===== src/rtl/mic_pkg.sv =====
// Shared definitions for the microphone detection path: collector states,
// datapath widths and the default array geometry used by the threshold channels.
package mic_pkg;

    typedef enum logic [1:0] {
        IDLE    = 2'd0,
        COLLECT = 2'd1,
        PRESENT = 2'd2
    } state_t;

    localparam int TIME_W     = 32;
    localparam int DROP_W     = 16;
    localparam int DEF_NUM_CH = 4;
    localparam int DEF_WINDOW = 50000;

endpackage


===== src/rtl/lowest_set_index.sv =====
// Combinational priority encoder: index of the lowest set bit of mask, plus
// a flag telling whether any bit is set at all.
module lowest_set_index #(
    parameter int W  = 4,
    parameter int IW = (W > 1) ? $clog2(W) : 1
) (
    input  logic [W-1:0]  mask,
    output logic [IW-1:0] idx,
    output logic          any
);

    always_comb begin
        idx = '0;
        any = |mask;
        // Walk downwards so the lowest set bit is the last one written.
        for (int i = W - 1; i >= 0; i--) begin
            if (mask[i]) begin
                idx = IW'(i);
            end
        end
    end

endmodule


===== src/rtl/detect_collector.sv =====
// Collects per-channel detection times into one arrival-time frame per
// acoustic event and holds it until the CPU acknowledges it.
module detect_collector
    import mic_pkg::*;
#(
    parameter int NUM_CH = DEF_NUM_CH,
    parameter int WINDOW = DEF_WINDOW
) (
    input  logic                       clk,
    input  logic                       rst,
    input  logic [NUM_CH-1:0]          ch_valid,
    input  logic [TIME_W*NUM_CH-1:0]   ch_time,
    output logic [NUM_CH-1:0]          ch_ack,
    output logic                       frame_valid,
    output logic [NUM_CH-1:0]          frame_mask,
    output logic [TIME_W*NUM_CH-1:0]   frame_time,
    output logic [$clog2(NUM_CH)-1:0]  frame_first,
    input  logic                       frame_ack,
    output logic [DROP_W-1:0]          drop_cnt
);

    localparam int IDX_W = $clog2(NUM_CH);
    localparam int CNT_W = $clog2(WINDOW);

    state_t                 state_reg, state_next;
    logic [NUM_CH-1:0]      mask_reg, mask_next;
    logic [IDX_W-1:0]       first_reg, first_next;
    logic [CNT_W-1:0]       cnt_reg, cnt_next;
    logic [DROP_W-1:0]      drop_reg, drop_next;
    logic [NUM_CH-1:0]      ack_reg;
    logic [TIME_W-1:0]      time_reg [NUM_CH];

    logic [NUM_CH-1:0]      cap;
    logic                   clear_times;
    logic                   drop_inc;
    logic [IDX_W-1:0]       first_idx;
    logic                   first_any;

    lowest_set_index #(
        .W  (NUM_CH),
        .IW (IDX_W)
    ) u_first (
        .mask (ch_valid),
        .idx  (first_idx),
        .any  (first_any)
    );

    always_comb begin
        state_next  = state_reg;
        mask_next   = mask_reg;
        first_next  = first_reg;
        cnt_next    = cnt_reg;
        cap         = '0;
        clear_times = 1'b0;
        drop_inc    = 1'b0;
        case (state_reg)
            IDLE: begin
                if (first_any) begin
                    cap        = ch_valid;
                    mask_next  = ch_valid;
                    first_next = first_idx;
                    cnt_next   = '0;
                    state_next = (&ch_valid) ? PRESENT : COLLECT;
                end
            end
            COLLECT: begin
                cnt_next  = cnt_reg + CNT_W'(1);
                cap       = ch_valid & ~mask_reg;
                drop_inc  = |(ch_valid & mask_reg);
                mask_next = mask_reg | cap;
                // cnt_reg lags the window position by one, so WINDOW-2 here
                // means this cycle is the last one of the window.
                if ((&mask_next) || (cnt_reg == CNT_W'(WINDOW - 2))) begin
                    state_next = PRESENT;
                end
            end
            PRESENT: begin
                drop_inc = |ch_valid;
                if (frame_ack) begin
                    mask_next   = '0;
                    first_next  = '0;
                    clear_times = 1'b1;
                    state_next  = IDLE;
                end
            end
            default: begin
                state_next = IDLE;
            end
        endcase

        drop_next = drop_reg;
        if (drop_inc && (drop_reg != {DROP_W{1'b1}})) begin
            drop_next = drop_reg + DROP_W'(1);
        end
    end

    always_ff @(posedge clk) begin
        if (rst) begin
            state_reg <= IDLE;
            mask_reg  <= '0;
            first_reg <= '0;
            cnt_reg   <= '0;
            drop_reg  <= '0;
            ack_reg   <= '0;
        end else begin
            state_reg <= state_next;
            mask_reg  <= mask_next;
            first_reg <= first_next;
            cnt_reg   <= cnt_next;
            drop_reg  <= drop_next;
            ack_reg   <= ch_valid;
        end
    end

    generate
        for (genvar gi = 0; gi < NUM_CH; gi++) begin : g_time
            always_ff @(posedge clk) begin
                if (rst || clear_times) begin
                    time_reg[gi] <= '0;
                end else if (cap[gi]) begin
                    time_reg[gi] <= ch_time[gi*TIME_W +: TIME_W];
                end
            end
            assign frame_time[gi*TIME_W +: TIME_W] = time_reg[gi];
        end
    endgenerate

    assign ch_ack      = ack_reg;
    assign frame_valid = (state_reg == PRESENT);
    assign frame_mask  = mask_reg;
    assign frame_first = first_reg;
    assign drop_cnt    = drop_reg;

endmodule


===== config.mk =====
export PLATFORM = sky130hd
export DESIGN_NAME = detect_collector
export DESIGN_NICKNAME = d
export VERILOG_FILES = /design/src/rtl/mic_pkg.sv /design/src/rtl/lowest_set_index.sv /design/src/rtl/detect_collector.sv
export SDC_FILE = /design/constraint.sdc
export NUM_CORES = 1
export LEC_CHECK = 0
export ABC_AREA = 0
export CAP_MARGIN = 20
export CORE_MARGIN = 3
export CORE_UTILIZATION = 43
export CTS_BUF_LIST = sky130_fd_sc_hd__clkbuf_16
export DETAILED_ROUTE_END_ITERATION = 12
export GPL_ROUTABILITY_DRIVEN = 0
export PLACE_DENSITY = 0.83
export REMOVE_ABC_BUFFERS = 1
export SLEW_MARGIN = 10
export SYNTH_ARGS = -nofsm -noshare
export SYNTH_HDL_FRONTEND = slang
export SYNTH_SLANG_ARGS = --single-unit

===== constraint.sdc =====
create_clock -name clk -period 3.1 [get_ports clk]
set_input_delay 0.93 -clock clk [delete_from_list [all_inputs] [get_ports clk]]
set_output_delay 0.93 -clock clk [all_outputs]
set_load 0.01 [all_outputs]

==> impl_metrics.json, run 1 <==
{
  "status": "finished, final reports clean",
  "num_antenna_cells": 0,
  "hold_viol_final": 0,
  "wl_per_cell_um": 17.33,
  "setup_tns_ns": 0,
  "pwr-share-clk_pct": 24.5,
  "drc": 0,
  "power_uw": 8018,
  "initial_core_util_pct": 44.11,
  "cellPowerDensity_nw_per_um2": 742.8,
  "fillers": 1180,
  "grt_pass1_vias": 5061,
  "drive_above_1_share_pct": 6.643,
  "netlist_top_cells_area": "edfxtp_1, dfxtp_1, and2_1",
  "synth_ff_type": "edfxtp_1",
  "worst_pin_slew_ns": 1.019,
  "dieArea_um2": 17920,
  "num_rows": 46,
  "htree_num_levels": 4,
  "io_buffers": 289,
  "routed_wl_um": 18610,
  "switching_share_pct": 29.10,
  "hp-class": "reg2reg",
  "crit_type": "reg2out",
  "cts_tree": "built",
  "setup_viol": 0,
  "seqPwrFrac_pct": 42.1,
  "synth_top_area_cell": "edfxtp_1",
  "cp-start-kind": "flip-flop",
  "slew_violations": 0,
  "cts_sinks": 172,
  "fin_crit_sh_pct": 86.68,
  "clock_skew_ns": 0.01198,
  "cp-end-kind": "output port",
  "cap_violations": 0,
  "dp_hpwl_um": 14190,
  "cts-root-buf": "clkbuf_16",
  "postRouteAntennaNets": 0,
  "clk_pin_slew_ns": 0.06,
  "power.net_switching_uw": 2334,
  "worstSkewPairLatency_ns": 0.42,
  "comb_power_share_pct": 33.4,
  "drtIter0Drc": 263,
  "grt.overflow.total": 0,
  "relSlewSlack_pct": 31.92,
  "synth_top_cell_area_share_pct": 54.66,
  "grt_max_degree": 33,
  "syn_area_um2": 7032,
  "syn_inst": 546,
  "yosys_warnings": 0,
  "antenna_found_initial": 0,
  "ios": 290,
  "yosysUniqueCellTypes": 49,
  "rsz0062_at_grt": "no",
  "cts_resized": 0,
  "first_pass_iters": 5,
  "syn_area_per_cell_um2": 12.88,
  "worstPathMaxFanout": 8,
  "fmaxAchievable_mhz": 372.1,
  "core_um2": 15940,
  "vias": 5246,
  "track_usage_pct": 20.32,
  "ys_seq_area_share_pct": 67.19,
  "synth_edf_count": 128,
  "p_int_uw": 5685,
  "arrival_ns": 1.76,
  "p_leak_uw": 0.003957,
  "die_w_um": 133.9,
  "mostFrequentLayoutCells": "clkdlybuf4s50_1, and2_1, edfxtp_1",
  "r2r_setup_slack_ns": 0.90,
  "grt_pass1_wl_um": 28170,
  "period_minus_slack_ns": 2.687,
  "final_common_cell": "clkdlybuf4s50_1",
  "cts_made_buffers": 17,
  "peakVddDrop_uv": 450.8,
  "viasPerCell": 4.885,
  "holdBufCountCts": 0,
  "ys_seq_elements": 172,
  "cts_max_path_buffers": 2,
  "cp.required_ns": 2.17,
  "die_h_um": 133.9,
  "cts_setup_buffers": 0,
  "largest_register_ffs": 128,
  "async_flop_share_pct": 0,
  "area_delta_synth_final_pct": 53.51,
  "finalNetCount": 986
}
-- metrics by stage --
| stage | setup WS (ns) | area (um2) | utilization, % | instances | hold slack, ns |
|---|---|---|---|---|---|
| after floorplan | 0.6305 | 6912 | - | 521 | 0.4683 |
| after global placement | 0.3155 | 10240 | 64.26 | 1042 | 0.4912 |
| after detailed placement | 0.2696 | 10240 | 64.26 | 1042 | 0.5087 |
| after CTS | 0.3943 | 10790 | 67.71 | 1074 | 0.5164 |
| after global routing | 0.3002 | 10790 | 67.71 | 1074 | 0.5407 |
| final | 0.4128 | 10790 | 67.71 | 1074 | 0.5156 |
-- worst paths after layout --
kind / depth (start not counted) / end / from
min: 2 / cnt_reg[0]$_SDFFE_PP0P_ / cnt_reg[0]$_SDFFE_PP0P_
max reg2reg: 6 / cnt_reg[8]$_SDFFE_PP0P_ / state_reg[1]$_SDFFE_PP0P_
min reg2reg: 2 / cnt_reg[0]$_SDFFE_PP0P_ / cnt_reg[0]$_SDFFE_PP0P_
max: 3 / frame_valid / state_reg[0]$_SDFFE_PP0P_
-- power by group through the flow --
stage          Combinational [uW]  Sequential, uW  Clock (uW)
2_1_floorplan                 817            3700           0
5_1_grt                      2860            3440        2110
6_report                     2670            3380        1970
4_1_cts                      2700            3380        2010
3_3_place_gp                 2650            3390           0
3_5_place_dp                 2700            3430           0
-- routing by layer --
metal	wire length, um	up-vias	global-route usage, %	part of all wire [%]
li1	-	2542	-	-
met1	6768	2465	23.12	36
met2	9936	203	35.91	53
met3	1438	36	6.414	7.7
met4	465	0	7.543	2.5
met5	0	-	0	0
-- area by class of cell --
class,count,area (um2),area share (%)
repair buffers,305,3063,28.38
inverters,12,45.04,0.4173
flip-flops and latches,172,4725,43.77
clock buffers,17,425.4,3.941
clock inverters,15,123.9,1.148
multi-input cells,337,2142,19.84
well taps,216,270.3,2.504
-- critical path, cell delays in order (launching register included) --
cell	delay, ns
dfxtp_1	0.32
inv_1	0.08
ha_1	0.33
clkdlybuf4s50_1	0.61
-- cells in the mapped netlist (all sizes together), types with 9 or more instances --
| cell | count |
|---|---|
| nand2 | 17 |
| xnor2 | 15 |
| edfxtp | 128 |
| dfxtp | 44 |
| clkbuf | 17 |
| a211oi | 9 |
| inv | 12 |
| a21oi | 22 |
| nand3 | 12 |
| and2 | 129 |
| nor2b | 9 |
| nor2 | 27 |
| o21ai | 21 |
-- cell families after synthesis --
kind of cell	after synthesis	share of synthesized area [%]
AND/OR/NAND/NOR	243	20.23
flip-flops	172	67.19
AO/OA/AOI/OAI	69	6.744
buffers and inverters	37	2.349
XOR/XNOR	16	1.993
adder cells (fa/ha/maj)	6	1.068
multiplexers	3	0.4271
Power figures use the tool's default switching activity.
==> inputs of run 2 (changes only) <==
--- a/config.mk
+++ b/config.mk
@@ -12,7 +12,7 @@
 export CTS_BUF_LIST = sky130_fd_sc_hd__clkbuf_16
 export DETAILED_ROUTE_END_ITERATION = 12
 export GPL_ROUTABILITY_DRIVEN = 0
-export PLACE_DENSITY = 0.83
+export PLACE_DENSITY_LB_ADDON = 0.3
 export REMOVE_ABC_BUFFERS = 1
 export SLEW_MARGIN = 10
 export SYNTH_ARGS = -nofsm -noshare
==> impl_metrics.json, run 2 (synthesis gave the netlist of run 1 again) <==
{
  "cp.required_ns": 2.17,
  "clk_pin_slew_ns": 0.06,
  "fin_crit_sh_pct": 87.59,
  "crit_family": "buffers and inverters",
  "crit_type": "reg2out",
  "placed_area_um2": 10220,
  "r2r_setup_slack_ns": 0.88,
  "cts-root-buf": "clkbuf_16",
  "cp-end-kind": "output port",
  "dp_slack_ns": 0.2020,
  "dieArea_um2": 17920,
  "design_area_um2": 10750,
  "hp-class": "reg2reg",
  "grt.overflow.total": 0,
  "drc": 0,
  "status": "finished, final reports clean",
  "grt_pass1_wl_um": 29950,
  "reg2regPathDepth": 6,
  "fillers": 1178,
  "period_minus_slack_ns": 2.715,
  "die_w_um": 133.9,
  "cts_setup_buffers": 0,
  "cts_tree": "built",
  "core_um2": 15940,
  "reg2reg_to": "cnt_reg[2]$_SDFFE_PP0P_",
  "grt_max_degree": 33,
  "dp_hpwl_um": 14770,
  "ios": 290,
  "num_antenna_cells": 0,
  "regArea_um2": 4725,
  "clock_skew_ns": 0.007111,
  "holdPathEnd": "frame_first[1]$_SDFFE_PP0P_",
  "initial_core_util_pct": 44.11,
  "hold-path-cell-count": 2,
  "path_cells": "inv_1 -> ha_1 -> clkdlybuf4s50_1",
  "drtIter0Drc": 321,
  "num_rows": 46,
  "multi_input_area_um2": 2142,
  "arrival_ns": 1.79,
  "worstPathMaxFanout": 8,
  "track_usage_pct": 21.48,
  "hold_viol_final": 0,
  "postRouteAntennaNets": 0,
  "layout_setup_ws_ns": 0.3847,
  "largest_register_ffs": 128,
  "slew_violations": 0,
  "vias": 5334,
  "antenna_found_initial": 0,
  "setup_tns_ns": 0,
  "htree_num_levels": 4,
  "cts_max_path_buffers": 2,
  "final_common_cell": "clkdlybuf4s50_1",
  "cts_resized": 0,
  "wl_per_cell_um": 18.08,
  "viasPerCell": 4.966,
  "worstSkewPairLatency_ns": 0.42,
  "max_stage_delay_ns": 0.62,
  "cpMaxStageDelayCell": "clkdlybuf4s50_1",
  "peakVddDrop_uv": 397.5,
  "cellPowerDensity_nw_per_um2": 741.4,
  "setup_viol": 0,
  "cts_made_buffers": 17,
  "critical_path_buf_inv_count": 2,
  "drive_above_1_share_pct": 6.410,
  "first_pass_iters": 5,
  "r2r_start": "state_reg[1]$_SDFFE_PP0P_",
  "relSlewSlack_pct": 33.73,
  "rsz0062_at_grt": "no",
  "area_delta_synth_final_pct": 52.83,
  "cap_violations": 0,
  "grt_pass1_vias": 5272,
  "p_leak_uw": 0.003929,
  "die_h_um": 133.9,
  "io_buffers": 289,
  "holdBufCountCts": 0,
  "cp-start-kind": "flip-flop",
  "mostFrequentLayoutCells": "clkdlybuf4s50_1, and2_1, edfxtp_1",
  "routed_wl_um": 19420,
  "fmaxAchievable_mhz": 368.3,
  "hp-start": "frame_first[1]$_SDFFE_PP0P_",
  "finalNetCount": 986,
  "worst_pin_slew_ns": 0.9921,
  "cts_sinks": 172
}
run 2: changes by cell type in the layout (fill, tap and decap cells not counted):
| cell | previous run | this run |
|---|---|---|
| buf_12 | 4 | 2 |
| buf_4 | 12 | 14 |
| bufinv_16 | 1 | 0 |
| clkinv_1 | 1 | 3 |
| clkinv_2 | 4 | 2 |
| clkinvlp_4 | 3 | 4 |
| inv_6 | 3 | 2 |
| inv_8 | 0 | 1 |
run 2: how the worst max path moves through the flow:
stage | from | endpoint | slack, ns | cells after the start
after floorplan | ch_valid[0] | cnt_reg[12]$_SDFFE_PP0P_ | 0.63 | 5
after global placement | ch_valid[0] | cnt_reg[12]$_SDFFE_PP0P_ | 0.29 | 7
after detailed placement | ch_valid[0] | drop_cnt[12]$_SDFFE_PP0P_ | 0.20 | 6
after CTS | state_reg[0]$_SDFFE_PP0P_ | frame_valid | 0.37 | 3
after global routing | state_reg[0]$_SDFFE_PP0P_ | frame_valid | 0.28 | 3
final | state_reg[0]$_SDFFE_PP0P_ | frame_valid | 0.38 | 3
run 2: power breakdown:
| part | switching (uW) | leakage (uW) | internal, uW |
|---|---|---|---|
| registers | 200 | 0.00175 | 3180 |
| clock network | 890 | 0.000251 | 1020 |
| logic | 1290 | 0.00193 | 1390 |
| total | 2380 | 0.00393 | 5590 |
run 2: through the flow:
stage / power [uW] / utilization [%] / instances / hold slack (ns)
2_1_floorplan: 4518 / - / 521 / 0.4683
3_3_place_gp: 6028 / 64.10 / 1042 / 0.4895
3_5_place_dp: 6123 / 64.10 / 1042 / 0.4997
4_1_cts: 8033 / 67.41 / 1074 / 0.5163
5_1_grt: 8337 / 67.41 / 1074 / 0.5489
6_report: 7967 / 67.41 / 1074 / 0.5099
run 2: routing by layer:
| layer | wire length [um] | global-route usage (%) | share of wire (%) | vias up |
|---|---|---|---|---|
| li1 | - | - | - | 2547 |
| met1 | 6976 | 23.86 | 36 | 2561 |
| met2 | 10560 | 39.28 | 54 | 200 |
| met3 | 1540 | 7.314 | 7.9 | 26 |
| met4 | 342 | 5.771 | 1.8 | 0 |
| met5 | 0 | 0 | 0 | - |
run 2: cell type report:
class / count / area share, %
clock buffers: 17 / 3.959
clock inverters: 15 / 0.9431
inverters: 12 / 0.4191
multi-input cells: 337 / 19.93
flip-flops and latches: 172 / 43.96
well taps: 216 / 2.515
repair buffers: 305 / 28.27
run 2: worst min-delay path: stages (launching register included):
cell     delay [ns]
dfxtp_1        0.33
mux2i_1        0.07
nor2_1         0.08
==> inputs of run 3 (changes only) <==
--- a/config.mk
+++ b/config.mk
@@ -6,6 +6,7 @@
 export NUM_CORES = 1
 export LEC_CHECK = 0
 export ABC_AREA = 0
+export ABC_CLOCK_PERIOD_IN_PS = 3100
 export CAP_MARGIN = 20
 export CORE_MARGIN = 3
 export CORE_UTILIZATION = 43
@@ -13,7 +14,6 @@
 export DETAILED_ROUTE_END_ITERATION = 12
 export GPL_ROUTABILITY_DRIVEN = 0
 export PLACE_DENSITY_LB_ADDON = 0.3
-export REMOVE_ABC_BUFFERS = 1
 export SLEW_MARGIN = 10
 export SYNTH_ARGS = -nofsm -noshare
 export SYNTH_HDL_FRONTEND = slang
==> impl_metrics.json, run 3 (synthesis gave the netlist of run 1 again) <==
{
  "status": "finished, final reports clean",
  "final_common_cell": "clkdlybuf4s50_1",
  "cts_made_buffers": 17,
  "cts_max_path_buffers": 2,
  "track_usage_pct": 21.71,
  "max_stage_delay_ns": 0.60,
  "htree_num_levels": 4,
  "cts_sinks": 172,
  "antenna_found_initial": 0,
  "fin_crit_sh_pct": 86.61,
  "fin_util_pct": 68.09,
  "first_pass_iters": 5,
  "cap_violations": 0,
  "dieArea_um2": 17920,
  "relSlewSlack_pct": 34.88,
  "fillers": 1175,
  "crit_type": "reg2out",
  "worst_pin_slew_ns": 0.9748,
  "power_uw": 8303,
  "die_h_um": 133.9,
  "routed_wl_um": 19790,
  "drive_above_1_share_pct": 6.643,
  "area_delta_synth_final_pct": 54.38,
  "period_minus_slack_ns": 2.685,
  "worstSkewPairLatency_ns": 0.42,
  "vias": 5329,
  "viasPerCell": 4.962,
  "cp-end-kind": "output port",
  "grt.overflow.total": 0,
  "cpMaxStageDelayCell": "clkdlybuf4s50_1",
  "cp-start-kind": "flip-flop",
  "io_buffers": 289,
  "clock_skew_ns": 0.006291,
  "grt_max_degree": 33,
  "hp-class": "reg2reg",
  "cts_resized": 0,
  "cts-root-buf": "clkbuf_16",
  "grt_pass1_wl_um": 29840,
  "slew_violations": 0,
  "cp.required_ns": 2.17,
  "num_rows": 46,
  "instances_no_fill": 1074,
  "peakVddDrop_uv": 416.5,
  "cts_setup_buffers": 0,
  "fmaxAchievable_mhz": 372.5,
  "reg2regPathDepth": 6,
  "finalNetCount": 986,
  "holdBufCountCts": 0,
  "hold-path-cell-count": 2,
  "setup_tns_ns": 0,
  "dp_hpwl_um": 14960,
  "cts_tree": "built",
  "largest_register_ffs": 128,
  "rsz0062_at_grt": "no",
  "worstPathMaxFanout": 8,
  "path_cells": "inv_1 -> ha_1 -> clkdlybuf4s50_1",
  "drtIter0Drc": 382,
  "syn_nets": 687,
  "die_w_um": 133.9,
  "core_um2": 15940,
  "initial_core_util_pct": 44.11,
  "clk_pin_slew_ns": 0.06,
  "dp_cells": 1042,
  "arrival_ns": 1.75,
  "hold_viol_final": 0,
  "dp_slack_ns": 0.1782,
  "drc": 0,
  "postRouteAntennaNets": 0,
  "ios": 290,
  "num_antenna_cells": 0,
  "cellPowerDensity_nw_per_um2": 764.9,
  "layout_setup_ws_ns": 0.4152,
  "p_leak_uw": 0.003978,
  "grt_pass1_vias": 5351,
  "wl_per_cell_um": 18.43,
  "setup_viol": 0,
  "mostFrequentLayoutCells": "clkdlybuf4s50_1, and2_1, edfxtp_1"
}
[run 3: metal layers]
layer | up-vias | wire, um | GRT usage (%)
met5 | - | 0 | 0
met4 | 0 | 734 | 9.829
met3 | 39 | 1291 | 6.339
met2 | 223 | 10350 | 38.35
met1 | 2530 | 7414 | 24.25
li1 | 2537 | - | -
[run 3: report_power, final]
group          internal, uW  switching (uW)  leakage (uW)
registers              3180             202       0.00175
clock network          1350             865      0.000295
logic                  1400            1310       0.00193
[run 3: path summary, 6_finish.rpt]
kind                                    start                     endpoint  slack [ns]
hold reg to reg   frame_first[0]$_SDFFE_PP0P_  frame_first[0]$_SDFFE_PP0P_        0.49
setup reg to reg    state_reg[1]$_SDFFE_PP0P_     cnt_reg[15]$_SDFFE_PP0P_        0.90
hold / removal    frame_first[0]$_SDFFE_PP0P_  frame_first[0]$_SDFFE_PP0P_        0.49
setup / recovery    state_reg[0]$_SDFFE_PP0P_                  frame_valid        0.42
[run 3: cell type report]
| cell class | instances | area (um2) | area share [%] |
|---|---|---|---|
| well taps | 216 | 270.3 | 2.490 |
| repair buffers | 305 | 3050 | 28.10 |
| clock inverters | 15 | 197.7 | 1.821 |
| inverters | 12 | 45.04 | 0.4149 |
| clock buffers | 17 | 425.4 | 3.919 |
| flip-flops and latches | 172 | 4725 | 43.52 |
| multi-input cells | 337 | 2142 | 19.73 |
[run 3: stage by stage]
stage / hold slack (ns) / cell area [um2]
after floorplan: 0.4744 / 7032
after global placement: 0.4856 / 10230
after detailed placement: 0.4857 / 10230
after CTS: 0.5018 / 10860
after global routing: 0.5520 / 10860
final: 0.4924 / 10860
[run 3: critical path, delay by kind of cell, from the launching register on]
family	cells	cell delay [ns]
adders and majority gates	1	0.33
buffers and inverters	2	0.68
DFF	1	0.33
